==> config.mk <==
export PLATFORM = sky130hd
export DESIGN_NAME = accum_warp_serializer_flat
export DESIGN_NICKNAME = d
export VERILOG_FILES = /design/src/rtl/accum_warp_serializer_if.sv /design/src/rtl/accum_warp_serializer.sv /design/src/flat_wrapper.sv
export SDC_FILE = /design/constraint.sdc
export NUM_CORES = 1
export LEC_CHECK = 0
export ABC_AREA = 1
export BUFFER_PORTS_ARGS = -buffer_cell sky130_fd_sc_hd__buf_2
export CAP_MARGIN = 40
export CORE_MARGIN = 3
export CORE_UTILIZATION = 40
export CTS_CLUSTER_SIZE = 10
export DETAILED_ROUTE_END_ITERATION = 12
export HOLD_SLACK_MARGIN = 0.05
export SYNTH_ARGS = -nofsm -noshare
export SYNTH_HDL_FRONTEND = slang
export SYNTH_SLANG_ARGS = --single-unit
==> constraint.sdc <==
create_clock -name i_clk -period 6.24 [get_ports i_clk]
set_clock_uncertainty 0.15 [all_clocks]
set_input_delay 1.248 -clock i_clk [delete_from_list [all_inputs] [get_ports i_clk]]
set_output_delay 1.248 -clock i_clk [all_outputs]
set_load 0.02 [all_outputs]
==> src/rtl/accum_warp_serializer_if.sv <==
// Warp-in / serial-address-out bus for accum_warp_serializer.
// slave is the serializer's view; master is the upstream source plus downstream sink.
interface accum_warp_serializer_if #(
    parameter int unsigned VSIZE = 32,
    parameter int unsigned AW    = 16
);
    localparam int unsigned LW = $clog2(VSIZE);

    logic                  av_rdy;
    logic                  av_ack;
    logic [VSIZE*AW-1:0]   av_addr;
    logic [VSIZE-1:0]      av_mask;
    logic                  av_last;

    logic                  sa_rdy;
    logic                  sa_ack;
    logic [AW-1:0]         sa_addr;
    logic [LW-1:0]         sa_lane;
    logic                  sa_last;

    modport master (
        output av_rdy, av_addr, av_mask, av_last, sa_ack,
        input  av_ack, sa_rdy, sa_addr, sa_lane, sa_last
    );

    modport slave (
        input  av_rdy, av_addr, av_mask, av_last, sa_ack,
        output av_ack, sa_rdy, sa_addr, sa_lane, sa_last
    );
endinterface

==> src/rtl/accum_warp_serializer.sv <==
// Serializes a warp of lane addresses into one beat per cycle, lowest valid lane first.
// Define ACCUM_WARP_SERIALIZER_DUPSKIP_EN to drop lanes repeating the previously emitted address.
module accum_warp_serializer #(
    parameter int unsigned VSIZE = 32,
    parameter int unsigned AW    = 16
) (
    input  logic                   i_clk,
    input  logic                   i_rst,
    accum_warp_serializer_if.slave bus,
    output logic                   o_done
);
    localparam int unsigned LW = $clog2(VSIZE);

    typedef enum logic [0:0] {StIdle, StShift} state_e;

    state_e              state_q, state_d;
    logic [VSIZE*AW-1:0] addr_q, addr_d;
    logic [VSIZE-1:0]    pend_q, pend_d;
    logic                last_q, last_d;
    logic                done_q, done_d;

    logic [VSIZE-1:0]    cur_onehot;
    logic [VSIZE-1:0]    pend_next;
    logic [LW-1:0]       cur_lane;
    logic [AW-1:0]       cur_addr;
    logic                found;
    logic                is_last_beat;
    logic                beat_taken;
    logic                accept;

    // Lowest pending lane is the one on the bus.
    always_comb begin
        cur_onehot = '0;
        cur_lane   = '0;
        cur_addr   = '0;
        found      = 1'b0;
        for (int unsigned k = 0; k < VSIZE; k++) begin
            if (pend_q[k] && !found) begin
                found         = 1'b1;
                cur_onehot[k] = 1'b1;
                cur_lane      = LW'(k);
                cur_addr      = addr_q[k*AW +: AW];
            end
        end
    end

`ifdef ACCUM_WARP_SERIALIZER_DUPSKIP_EN
    logic dropping;

    // Lanes directly following the current one with the same address vanish together with it.
    always_comb begin
        pend_next = pend_q & ~cur_onehot;
        dropping  = 1'b1;
        for (int unsigned k = 0; k < VSIZE; k++) begin
            if (pend_next[k] && dropping) begin
                if (addr_q[k*AW +: AW] == cur_addr) begin
                    pend_next[k] = 1'b0;
                end else begin
                    dropping = 1'b0;
                end
            end
        end
    end
`else
    always_comb begin
        pend_next = pend_q & ~cur_onehot;
    end
`endif

    always_comb begin
        is_last_beat = (pend_next == '0);
        bus.sa_rdy   = (state_q == StShift);
        bus.sa_addr  = cur_addr;
        bus.sa_lane  = cur_lane;
        bus.sa_last  = bus.sa_rdy && last_q && is_last_beat;
        beat_taken   = bus.sa_rdy && bus.sa_ack;
        bus.av_ack   = i_rst && bus.av_rdy &&
                       ((state_q == StIdle) || (beat_taken && is_last_beat));
        accept       = bus.av_ack;
        o_done       = done_q;
    end

    always_comb begin
        state_d = state_q;
        addr_d  = addr_q;
        pend_d  = pend_q;
        last_d  = last_q;
        done_d  = (beat_taken && bus.sa_last) ||
                  (accept && (bus.av_mask == '0) && bus.av_last);

        unique case (state_q)
            StIdle: ;
            StShift: begin
                if (beat_taken) begin
                    pend_d = pend_next;
                    if (is_last_beat) begin
                        state_d = StIdle;
                    end
                end
            end
            default: state_d = StIdle;
        endcase

        // A warp accepted on the final beat replaces the drained one with no bubble.
        if (accept) begin
            addr_d  = bus.av_addr;
            pend_d  = bus.av_mask;
            last_d  = bus.av_last;
            state_d = (bus.av_mask != '0) ? StShift : StIdle;
        end
    end

    always_ff @(posedge i_clk) begin
        if (!i_rst) begin
            state_q <= StIdle;
            addr_q  <= '0;
            pend_q  <= '0;
            last_q  <= 1'b0;
            done_q  <= 1'b0;
        end else begin
            state_q <= state_d;
            addr_q  <= addr_d;
            pend_q  <= pend_d;
            last_q  <= last_d;
            done_q  <= done_d;
        end
    end
endmodule

==> src/flat_wrapper.sv <==
// flat-port wrapper written by rule: the top's interface ports become plain ports
module accum_warp_serializer_flat 
#(
    parameter int unsigned VSIZE = 32,
    parameter int unsigned AW    = 16
)
  (i_clk, i_rst, o_done, bus_av_rdy, bus_av_addr, bus_av_mask, bus_av_last, bus_sa_ack, bus_av_ack, bus_sa_rdy, bus_sa_addr, bus_sa_lane, bus_sa_last);
  accum_warp_serializer_if #(.VSIZE(VSIZE), .AW(AW)) bus_i ();
  input  logic i_clk;
  input  logic i_rst;
  output logic o_done;
  input wire logic [$bits(bus_i.av_rdy)-1:0] bus_av_rdy;
  input wire logic [$bits(bus_i.av_addr)-1:0] bus_av_addr;
  input wire logic [$bits(bus_i.av_mask)-1:0] bus_av_mask;
  input wire logic [$bits(bus_i.av_last)-1:0] bus_av_last;
  input wire logic [$bits(bus_i.sa_ack)-1:0] bus_sa_ack;
  output wire logic [$bits(bus_i.av_ack)-1:0] bus_av_ack;
  output wire logic [$bits(bus_i.sa_rdy)-1:0] bus_sa_rdy;
  output wire logic [$bits(bus_i.sa_addr)-1:0] bus_sa_addr;
  output wire logic [$bits(bus_i.sa_lane)-1:0] bus_sa_lane;
  output wire logic [$bits(bus_i.sa_last)-1:0] bus_sa_last;
  assign bus_i.av_rdy = bus_av_rdy;
  assign bus_i.av_addr = bus_av_addr;
  assign bus_i.av_mask = bus_av_mask;
  assign bus_i.av_last = bus_av_last;
  assign bus_i.sa_ack = bus_sa_ack;
  assign bus_av_ack = bus_i.av_ack;
  assign bus_sa_rdy = bus_i.sa_rdy;
  assign bus_sa_addr = bus_i.sa_addr;
  assign bus_sa_lane = bus_i.sa_lane;
  assign bus_sa_last = bus_i.sa_last;
  accum_warp_serializer #(.VSIZE(VSIZE), .AW(AW)) u_core (.i_clk(i_clk), .i_rst(i_rst), .bus(bus_i), .o_done(o_done));
endmodule
==> results_dict.tcl, run 1 <==
set metrics [dict create \
    setup-violations-final 0 \
    viasPerCell 5.286 \
    grt_use_total 0.2849 \
    vdd_drop_max_uv 216.9 \
    p_per_area_mw_per_mm2 295.9 \
    dr.pass1.iters 6 \
    period_share 0.9594 \
    cp-startpoint "u_core.pend_q[0]" \
    status "completed" \
    wire_per_inst_um 19.96 \
    htreeDepth 2 \
    synth-seq-cells 547 \
    path_clk_slew_ps 60 \
    rows 88 \
    tightestPinTransition_ps 966.5 \
    use_met3 0.05005 \
    hold_start "u_core.addr_q[462]" \
    area_delta_synth_final_pct 22.41 \
    fmax_mhz 167.0 \
    clock_latency_ps 630 \
    num_vias 24330 \
    synthCells 3339 \
    drive_above_1_share 0.1979 \
    grt_pass1_wl_um 134000 \
    hpwl_um 68310 \
    drc 0 \
    antenna_found_initial 13 \
    min_period_ps 5987 \
    grt_max_degree 203 \
    use_met2 0.4560 \
    syn-num-nets 3888 \
    critPathKind "flip-flop to output port" \
    cp_max_fo 18 \
    place_inst 4505 \
    io_pins 574 \
    grtUsageMet1 0.3901 \
    die_h_um 248.1 \
    max-cap-violations 0 \
    crit_path_end_kind "output port" \
    slew_headroom 0.3556 \
    p_leak_uw 0.01418 \
    post_dp_cell_area_sq_mm 0.02677 \
    ys_warn_count 0 \
    grt.overflow.total 0 \
    startpoint_type "flip-flop" \
    arrival_ps 4590 \
    fin_cells 4602 \
    drt_iter0_markers 2235 \
    grt_pass1_vias 22610 \
    root_buffer "clkbuf_16" \
    yosysSeqAreaShare 0.4672 \
    clockBufferDepth 3 \
    hold_path.class "flip-flop to flip-flop" \
    synthDistinctLibCells 38 \
    avgSynthCellArea_sq_um 7.020 \
    final_area_sq_mm 0.02869 \
    maxSlewViolCount 0 \
    worstPathRequired_ps 4840 \
    numPortBuffers 573 \
    busiest_layer "met2" \
    cts.sink_count 547 \
    holdPathStages 2 \
    nets 4368 \
    report.final.hold_viol_count 0 \
    rr_startpoint "u_core.pend_q[0]" \
    place_congestion 0.8964 \
    dieArea_sq_mm 0.06154 \
    ant_nets 0 \
    wirelength_um 91830 \
    r2r_cells 22 \
    die_x_um 248.1 \
    mappedNetlistArea_sq_mm 0.02344 \
    cts_tree "done" \
    start_util 0.4055 \
    cts_made_buffers 61 \
    core_area_sq_mm 0.05781 \
]
metal layers:
layer  wire (um)  up-vias
li1            -    11980
met5         113        -
met3        6795      159
met1       40280    11280
met2       41760      881
met4        2888       18
where the power goes:
part           internal, uW  switching, uW
sequential             3770            185
combinational           465            898
clock                  1780           1380
total                  6020           2470
through the flow:
stage | hold slack (ps) | utilization | total power, uW | TNS, ps | setup slack [ps]
after floorplan | 280.0 | - | 4721 | 0 | 1648
after global placement | 295.0 | 0.4611 | 5338 | 0 | 732.8
after detailed placement | 297.0 | 0.4631 | 5354 | 0 | 735.5
after CTS | 304.8 | 0.4914 | 8513 | 0 | 20.54
after global routing | 331.7 | 0.4961 | 8848 | -34.33 | -12.05
final | 307.9 | 0.4964 | 8490 | 0 | 253.4
state kept, by name (all words and copies together) (netlist names):
| name | flops |
|---|---|
| u_core.addr_q | 512 |
| u_core.pend_q | 32 |
| u_core.bus.sa_rdy | 1 |
| u_core.o_done | 1 |
| u_core.last_q | 1 |
synth_stat cells (all sizes together):
master | number | share of area
nand2 | 1359 | 0.22
nand4 | 69 | 0.021
buf | 165 | 0.035
clkbuf | 61 | 0.0098
inv | 98 | 0.016
nand3b | 4 | 0.0013
o211ai | 1 | 0.00032
nand3 | 614 | 0.13
nor2 | 109 | 0.019
nor3 | 27 | 0.0062
o2111ai | 2 | 0.00075
o22ai | 5 | 0.0013
nor3b | 1 | 0.00032
o21bai | 1 | 0.00032
a22oi | 32 | 0.010
a21oi | 111 | 0.024
o221ai | 19 | 0.0071
a221o | 1 | 0.00043
clkinv | 10 | 0.0016
o21ai | 32 | 0.0068
dfxtp | 547 | 0.47
nor4 | 12 | 0.0032
a221oi | 16 | 0.0060
a22o | 16 | 0.0060
a31oi | 27 | 0.0072
cell families after synthesis:
kind of cell           count (synthesis)  share of synthesized area
buffers and inverters                334                    0.06251
AOI/OAI and AO/OA                    263                    0.07052
DFF                                  547                     0.4672
and+or+nand+nor                     2195                     0.3998
path summary, 6_finish.rpt:
| kind | end | slack (ps) |
|---|---|---|
| max | bus_sa_addr[11] | 250 |
| min | u_core.addr_q[462] | 310 |
| max reg2reg | u_core.addr_q[114] | 1170 |
| min reg2reg | u_core.addr_q[462] | 310 |
cells in the final DEF (no fill, tap or decap), types with 3 or more instances in the layout:
cell type and count:
nor3_1 25, inv_1 93, dfxtp_1 547, buf_4 55, nand4_1 62, nor4_1 12
nand4_2 4, a22oi_1 28, nand4_4 3, nand3b_1 4, a22oi_2 4, a31oi_1 27
nand3_1 612, nor2_2 11, buf_16 3, inv_2 3, clkinvlp_2 3, a22o_1 16
buf_12 6, nand2_1 1357, clkbuf_16 63, a221oi_1 14, o221ai_1 19, a21oi_1 109
clkinv_1 5, nor2_4 5, o22ai_1 4, clkinvlp_4 7, buf_8 3, clkbuf_1 8
diode_2 7, o21ai_0 31, buf_2 572, nor2_1 93
layout make-up:
class	instances	area, sq um
timing repair buffer	640	3535
tap	765	957.2
clock inverter	2	13.76
antenna	7	17.52
multi-input combinational	2458	11150
clock buffer	72	1620
timing repair inverter	3	15.01
inverter	108	431.7
sequential	547	10950
fill	6106	29110
critical path: stages (launching register included):
cell and delay (ps):
dfxtp_1 420, buf_6 200, clkinvlp_4 200, buf_4 200, nand3_1 60, nand3_1 100
a21oi_1 170, nand3_1 170, a221oi_1 240, nand2_1 140, a21oi_1 170, nand2_1 70
a21oi_1 230, a31oi_1 200, nor2_2 230, a31oi_1 190, a21oi_1 200, nand4_1 240
a22oi_1 250, nand4_1 100, buf_2 180
repair_timing:
action / 4_1_cts / 5_1_grt
endpoints found under the hold margin: 0 / 0
gates resized for setup: 0 / 29
endpoints found under the setup margin: 0 / 19
hold buffers: 0 / 0
setup buffers: 0 / 13
Note: power is estimated with default switching activity, not from simulation.
==> run 2: changes to the inputs <==
--- a/config.mk
+++ b/config.mk
@@ -13,6 +13,7 @@
 export CTS_CLUSTER_SIZE = 10
 export DETAILED_ROUTE_END_ITERATION = 12
 export HOLD_SLACK_MARGIN = 0.05
+export SETUP_SLACK_MARGIN = 0.5
 export SYNTH_ARGS = -nofsm -noshare
 export SYNTH_HDL_FRONTEND = slang
 export SYNTH_SLANG_ARGS = --single-unit
==> results_dict.tcl, run 2 (same netlist as run 1, synthesis figures left out) <==
set metrics [dict create \
    viasPerCell 5.326 \
    startpoint_type "flip-flop" \
    drc 0 \
    place_inst 4505 \
    critPathBufInv 3 \
    crit_top_cell "nand4_1" \
    nets 4416 \
    layout_common_cells "1348 x nand2_1, 609 x nand3_1, 558 x buf_2" \
    vdd_drop_max_uv 222.6 \
    tightestPinTransition_ps 992.9 \
    grt_pass1_wl_um 134800 \
    area_delta_synth_final_pct 26.85 \
    maxSlewViolCount 0 \
    drt_iter0_markers 2347 \
    rsz0062_at_grt "yes" \
    dieArea_sq_mm 0.06154 \
    die_h_um 248.1 \
    arrival_ps 4390 \
    antenna_found_initial 14 \
    p_per_area_mw_per_mm2 290.8 \
    largest_reg_flops 512 \
    fmax_mhz 172.8 \
    hold_path.class "flip-flop to flip-flop" \
    clock_latency_ps 620 \
    crit_chain "nor2_4 -> nand4_4 -> nor3_4 -> nand4_1 -> nor2_4 -> nand4_1 -> nor2_4 -> buf_4 -> nand2_4 -> buf_6 -> o221ai_4 -> a31oi_4 -> nor2_2 -> a31oi_2 -> a21oi_1 -> nand4_1 -> a22oi_2 -> nand4_1 -> buf_6" \
    start_util 0.4055 \
    drive_above_1_share 0.2331 \
    ant_nets 0 \
    io_pins 574 \
    fin_total_pwr_uw 8645 \
    dr.pass1.iters 6 \
    critPathKind "flip-flop to output port" \
    grt_max_degree 203 \
    cts.sink_count 547 \
    path_clk_slew_ps 60 \
    clockBufferDepth 3 \
    root_buffer "clkbuf_16" \
    max_stage_delay_ps 360 \
    wirelength_um 93180 \
    status "completed" \
    max-cap-violations 0 \
    reg_top3 "u_core.addr_q x512, u_core.pend_q x32" \
    cp_max_fo 8 \
    die_x_um 248.1 \
    fin_util 0.5143 \
    setup-violations-final 0 \
    cts_tree "done" \
    rows 88 \
    htreeDepth 2 \
    tns_ps 0 \
    cts_hold_buf 0 \
    p_leak_uw 0.01458 \
    wire_per_inst_um 20.04 \
    slowest_stage "dfxtp_4" \
    slew_headroom 0.3381 \
    fin_cells 4649 \
    worstPathRequired_ps 4840 \
    core_area_sq_mm 0.05781 \
    regMostFlops "u_core.addr_q" \
    num_vias 24760 \
    r2r_slack_ps 1250 \
    grt_use_total 0.2864 \
    cts_made_buffers 61 \
    grt.overflow.total 0 \
    hpwl_um 68310 \
    place_congestion 0.8964 \
    grt_pass1_vias 22770 \
    numPortBuffers 573 \
    period_share 0.9276 \
    final_common_cell "nand2_1" \
    cpLargestDelayFamily "simple AND/OR/NAND/NOR gates" \
    report.final.hold_viol_count 0 \
    crit_path_end_kind "output port" \
    min_period_ps 5789 \
]
==> run 2: changes by cell type in the layout (fill, tap and decap cells not counted), sizes merged <==
cell,change
buf,+47
clkbuf,+2
clkinv,-1
clkinvlp,-1
diode,-1
inv,+1
==> run 2: timing repair <==
action	CTS	global route
gates cloned	0	3
buffers inserted	6	55
resized for setup	57	133
setup endpoints to repair	21	21
pin swaps	8	62
endpoints found under the hold margin	0	0
==> run 2: final cells by class <==
type	count	area (sq um)
Clock buffer	72	1620
Timing Repair inverter	2	12.51
Fill cell	6013	28070
Sequential cell	547	10960
Timing Repair Buffer	689	4048
Clock inverter	2	13.76
Inverter	108	454.2
Antenna cell	6	15.01
Tap cell	765	957.2
Multi-Input combinational cell	2458	11650
==> run 2: worst reg2reg max path, stage by stage (launching register included) <==
cell and delay, ps:
dfxtp_4 360, nor2_4 160, nand4_4 180, nor3_4 240, nand4_1 180, nor2_4 160
nand4_1 200, nor2_4 200, nand4_1 180, nor2_4 220, buf_4 140, nand2_1 40
nand2_1 80, o211ai_1 140, a21oi_2 170, nand3_1 140, nor2_2 150, nand4_2 160
a21oi_4 190, buf_12 130, buf_4 160, buf_12 410, nand2_1 640, nand2_1 140
==> run 2: power breakdown <==
group | switching (uW) | internal [uW] | total [uW]
Sequential | 193 | 3770 | 3970
Combinational | 952 | 556 | 1510
Clock | 1390 | 1780 | 3170
==> run 2: through the flow <==
step	setup slack [ps]	hold WS, ps	area, sq um
4_1_cts	478.1	304.8	28730
6_report	451.5	309.4	29730
5_1_grt	265.1	331.5	29720
3_3_place_gp	732.8	295.0	26650
2_1_floorplan	1648	280.0	23440
3_5_place_dp	735.5	297.0	26770
==> run 2: per-layer routing <==
layer	vias up	GRT usage	part of all wire
met5	-	0	0.0013
met4	20	0.09664	0.033
met3	173	0.05145	0.072
met2	904	0.4576	0.46
met1	11600	0.3913	0.44
li1	12060	-	-
==> run 2: worst paths after layout <==
check / startpoint / depth (start not counted) / end
worst max register to register: u_core.pend_q[0] / 23 / u_core.addr_q[114]
worst min-delay path: u_core.addr_q[462] / 2 / u_core.addr_q[462]
worst max-delay path: u_core.pend_q[0] / 19 / bus_sa_addr[6]
worst min register to register: u_core.addr_q[462] / 2 / u_core.addr_q[462]
==> run 3: changes to the inputs <==
--- a/config.mk
+++ b/config.mk
@@ -7,13 +7,17 @@
 export LEC_CHECK = 0
 export ABC_AREA = 1
 export BUFFER_PORTS_ARGS = -buffer_cell sky130_fd_sc_hd__buf_2
-export CAP_MARGIN = 40
+export CAP_MARGIN = 15
+export CELL_PAD_IN_SITES_DETAIL_PLACEMENT = 1
+export CELL_PAD_IN_SITES_GLOBAL_PLACEMENT = 1
 export CORE_MARGIN = 3
 export CORE_UTILIZATION = 40
 export CTS_CLUSTER_SIZE = 10
 export DETAILED_ROUTE_END_ITERATION = 12
 export HOLD_SLACK_MARGIN = 0.05
+export PLACE_DENSITY_LB_ADDON = 0.1
 export SETUP_SLACK_MARGIN = 0.5
+export SLEW_MARGIN = 20
 export SYNTH_ARGS = -nofsm -noshare
 export SYNTH_HDL_FRONTEND = slang
 export SYNTH_SLANG_ARGS = --single-unit
==> results_dict.tcl, run 3 (same netlist as run 1, synthesis figures left out) <==
set metrics [dict create \
    grt_pass1_wl_um 148000 \
    clkPwrFrac 0.390 \
    drt_iter0_markers 1825 \
    setup_ws_ps 516.2 \
    final_area_sq_mm 0.02972 \
    grt.overflow.total 0 \
    area_delta_synth_final_pct 26.81 \
    status "completed" \
    numPortBuffers 573 \
    ant_nets 0 \
    reg_top3 "u_core.addr_q x512, u_core.pend_q x32" \
    fin_util 0.5142 \
    min_period_ps 5724 \
    dr.pass1.iters 5 \
    drc 0 \
    rsz0062_at_grt "yes" \
    cts_tree "done" \
    p_leak_uw 0.01462 \
    rows 88 \
    wire_per_inst_um 21.81 \
    slew_headroom 0.2589 \
    critPathKind "flip-flop to output port" \
    swShare 0.2937 \
    internal-power_uw 6348 \
    p_per_area_mw_per_mm2 302.4 \
    num_vias 25410 \
    hpwl_um 73570 \
    netSwitchingPower_uw 2640 \
    tns_ps 0 \
    regMostFlops "u_core.addr_q" \
    clock_latency_ps 600 \
    start_util 0.4055 \
    die_h_um 248.1 \
    nFillCells 7426 \
    grt_max_degree 198 \
    cts.sink_count 547 \
    max-cap-violations 0 \
    holdPathStages 2 \
    arrival_ps 4330 \
    nets 4404 \
    p_comb_frac 0.169 \
    p_seq_frac 0.441 \
    post_dp_cell_area_sq_mm 0.02662 \
    fmax_mhz 174.7 \
    report.final.hold_viol_count 0 \
    maxSlewViolCount 0 \
    drive_above_1_share 0.2342 \
    period_share 0.9173 \
    clockBufferDepth 3 \
    cp_max_fo 16 \
    grt_use_total 0.3133 \
    core_area_sq_mm 0.05781 \
    pre_cts_slack_ps 474.9 \
    vdd_drop_max_uv 232.2 \
    die_x_um 248.1 \
    tightestPinTransition_ps 1112 \
    hold_path.class "flip-flop to flip-flop" \
    root_buffer "clkbuf_16" \
    layout_common_cells "1350 x nand2_1, 600 x nand3_1, 569 x buf_2" \
    io_pins 574 \
    worstPathRequired_ps 4840 \
    largest_reg_flops 512 \
    antenna_found_initial 17 \
    place_congestion 0.9199 \
    dieArea_sq_mm 0.06154 \
    viasPerCell 5.466 \
    r2r_cells 24 \
    path_clk_slew_ps 60 \
    final_common_cell "nand2_1" \
    wirelength_um 101400 \
    htreeDepth 3 \
    crit_path_end_kind "output port" \
    cts_made_buffers 66 \
    startpoint_type "flip-flop" \
    setup-violations-final 0 \
    grt_pass1_vias 25710 \
]
-- run 3: changes by cell type in the layout (fill, tap and decap cells not counted), sizes merged --
cell | before | now
diode | 6 | 7
clkinvlp | 9 | 7
clkbuf | 74 | 88
buf | 687 | 671
clkinv | 5 | 8
-- run 3: what timing repair did --
action,4_1_cts,5_1_grt
resized for setup,93,90
pin swaps,34,56
hold buffers,0,0
buffers inserted,29,26
setup endpoints to repair,21,23
gates cloned,2,2
endpoints found under the hold margin,0,0
-- run 3: cell type report --
type                    count  area (sq um)  area share
multi-input cells        2458         11690      0.3934
flip-flops and latches    547         10960      0.3687
repair buffers            672          3772      0.1269
clock buffers              87          1847     0.06213
well taps                 765         957.2     0.03220
inverters                 108         446.7     0.01503
clock inverters             3         18.77   0.0006314
diodes                      7         17.52   0.0005893
repair inverters            2         11.26   0.0003789
-- run 3: routing by layer --
layer,wire length [um],GRT usage,vias to the layer above
li1,-,-,12040
met1,42550,0.4032,12330
met2,48550,0.5229,827
met3,6607,0.06017,191
met4,3587,0.1157,18
met5,117,0,-
-- run 3: worst paths after layout --
| kind | from | slack, ps | to |
|---|---|---|---|
| worst min register to register | u_core.addr_q[385] | 310 | u_core.addr_q[385] |
| worst max register to register | u_core.pend_q[0] | 1280 | u_core.pend_q[14] |
| worst min-delay path | u_core.addr_q[385] | 310 | u_core.addr_q[385] |
| worst max-delay path | u_core.pend_q[3] | 520 | bus_sa_addr[5] |
-- run 3: critical path, cell delays in order (launching register included) --
cell and delay [ps]:
dfxtp_2 360, inv_2 70, nand4_4 160, inv_1 70, nand2_2 100, clkinvlp_4 110, buf_12 150, buf_4 140
nand2_1 70, nand3_2 110, a221oi_2 280, nand2_1 130, a21oi_2 160, nand2_1 70, a21oi_1 150, a31oi_1 130
nor2_1 260, a31oi_2 150, a21oi_2 190, nand4_1 240, a22oi_1 260, nand4_1 160, buf_2 190
-- run 3: per-stage QoR --
| stage | instances | power, uW | hold WS (ps) |
|---|---|---|---|
| detailed placement | 4493 | 5372 | 302.6 |
| finish | 4649 | 8988 | 309.6 |
| global placement | 4493 | 5327 | 291.3 |
| CTS | 4614 | 8934 | 311.2 |
| floorplan | 3339 | 4721 | 280.0 |
| global route | 4645 | 9319 | 334.2 |
-- run 3: power groups by stage --
stage	logic, uW	registers [uW]	clock network [uW]
6_report	1520	3970	3500
5_1_grt	1650	3990	3680
4_1_cts	1430	3960	3550
3_5_place_dp	1350	4020	0
3_3_place_gp	1310	4010	0
2_1_floorplan	768	3950	0
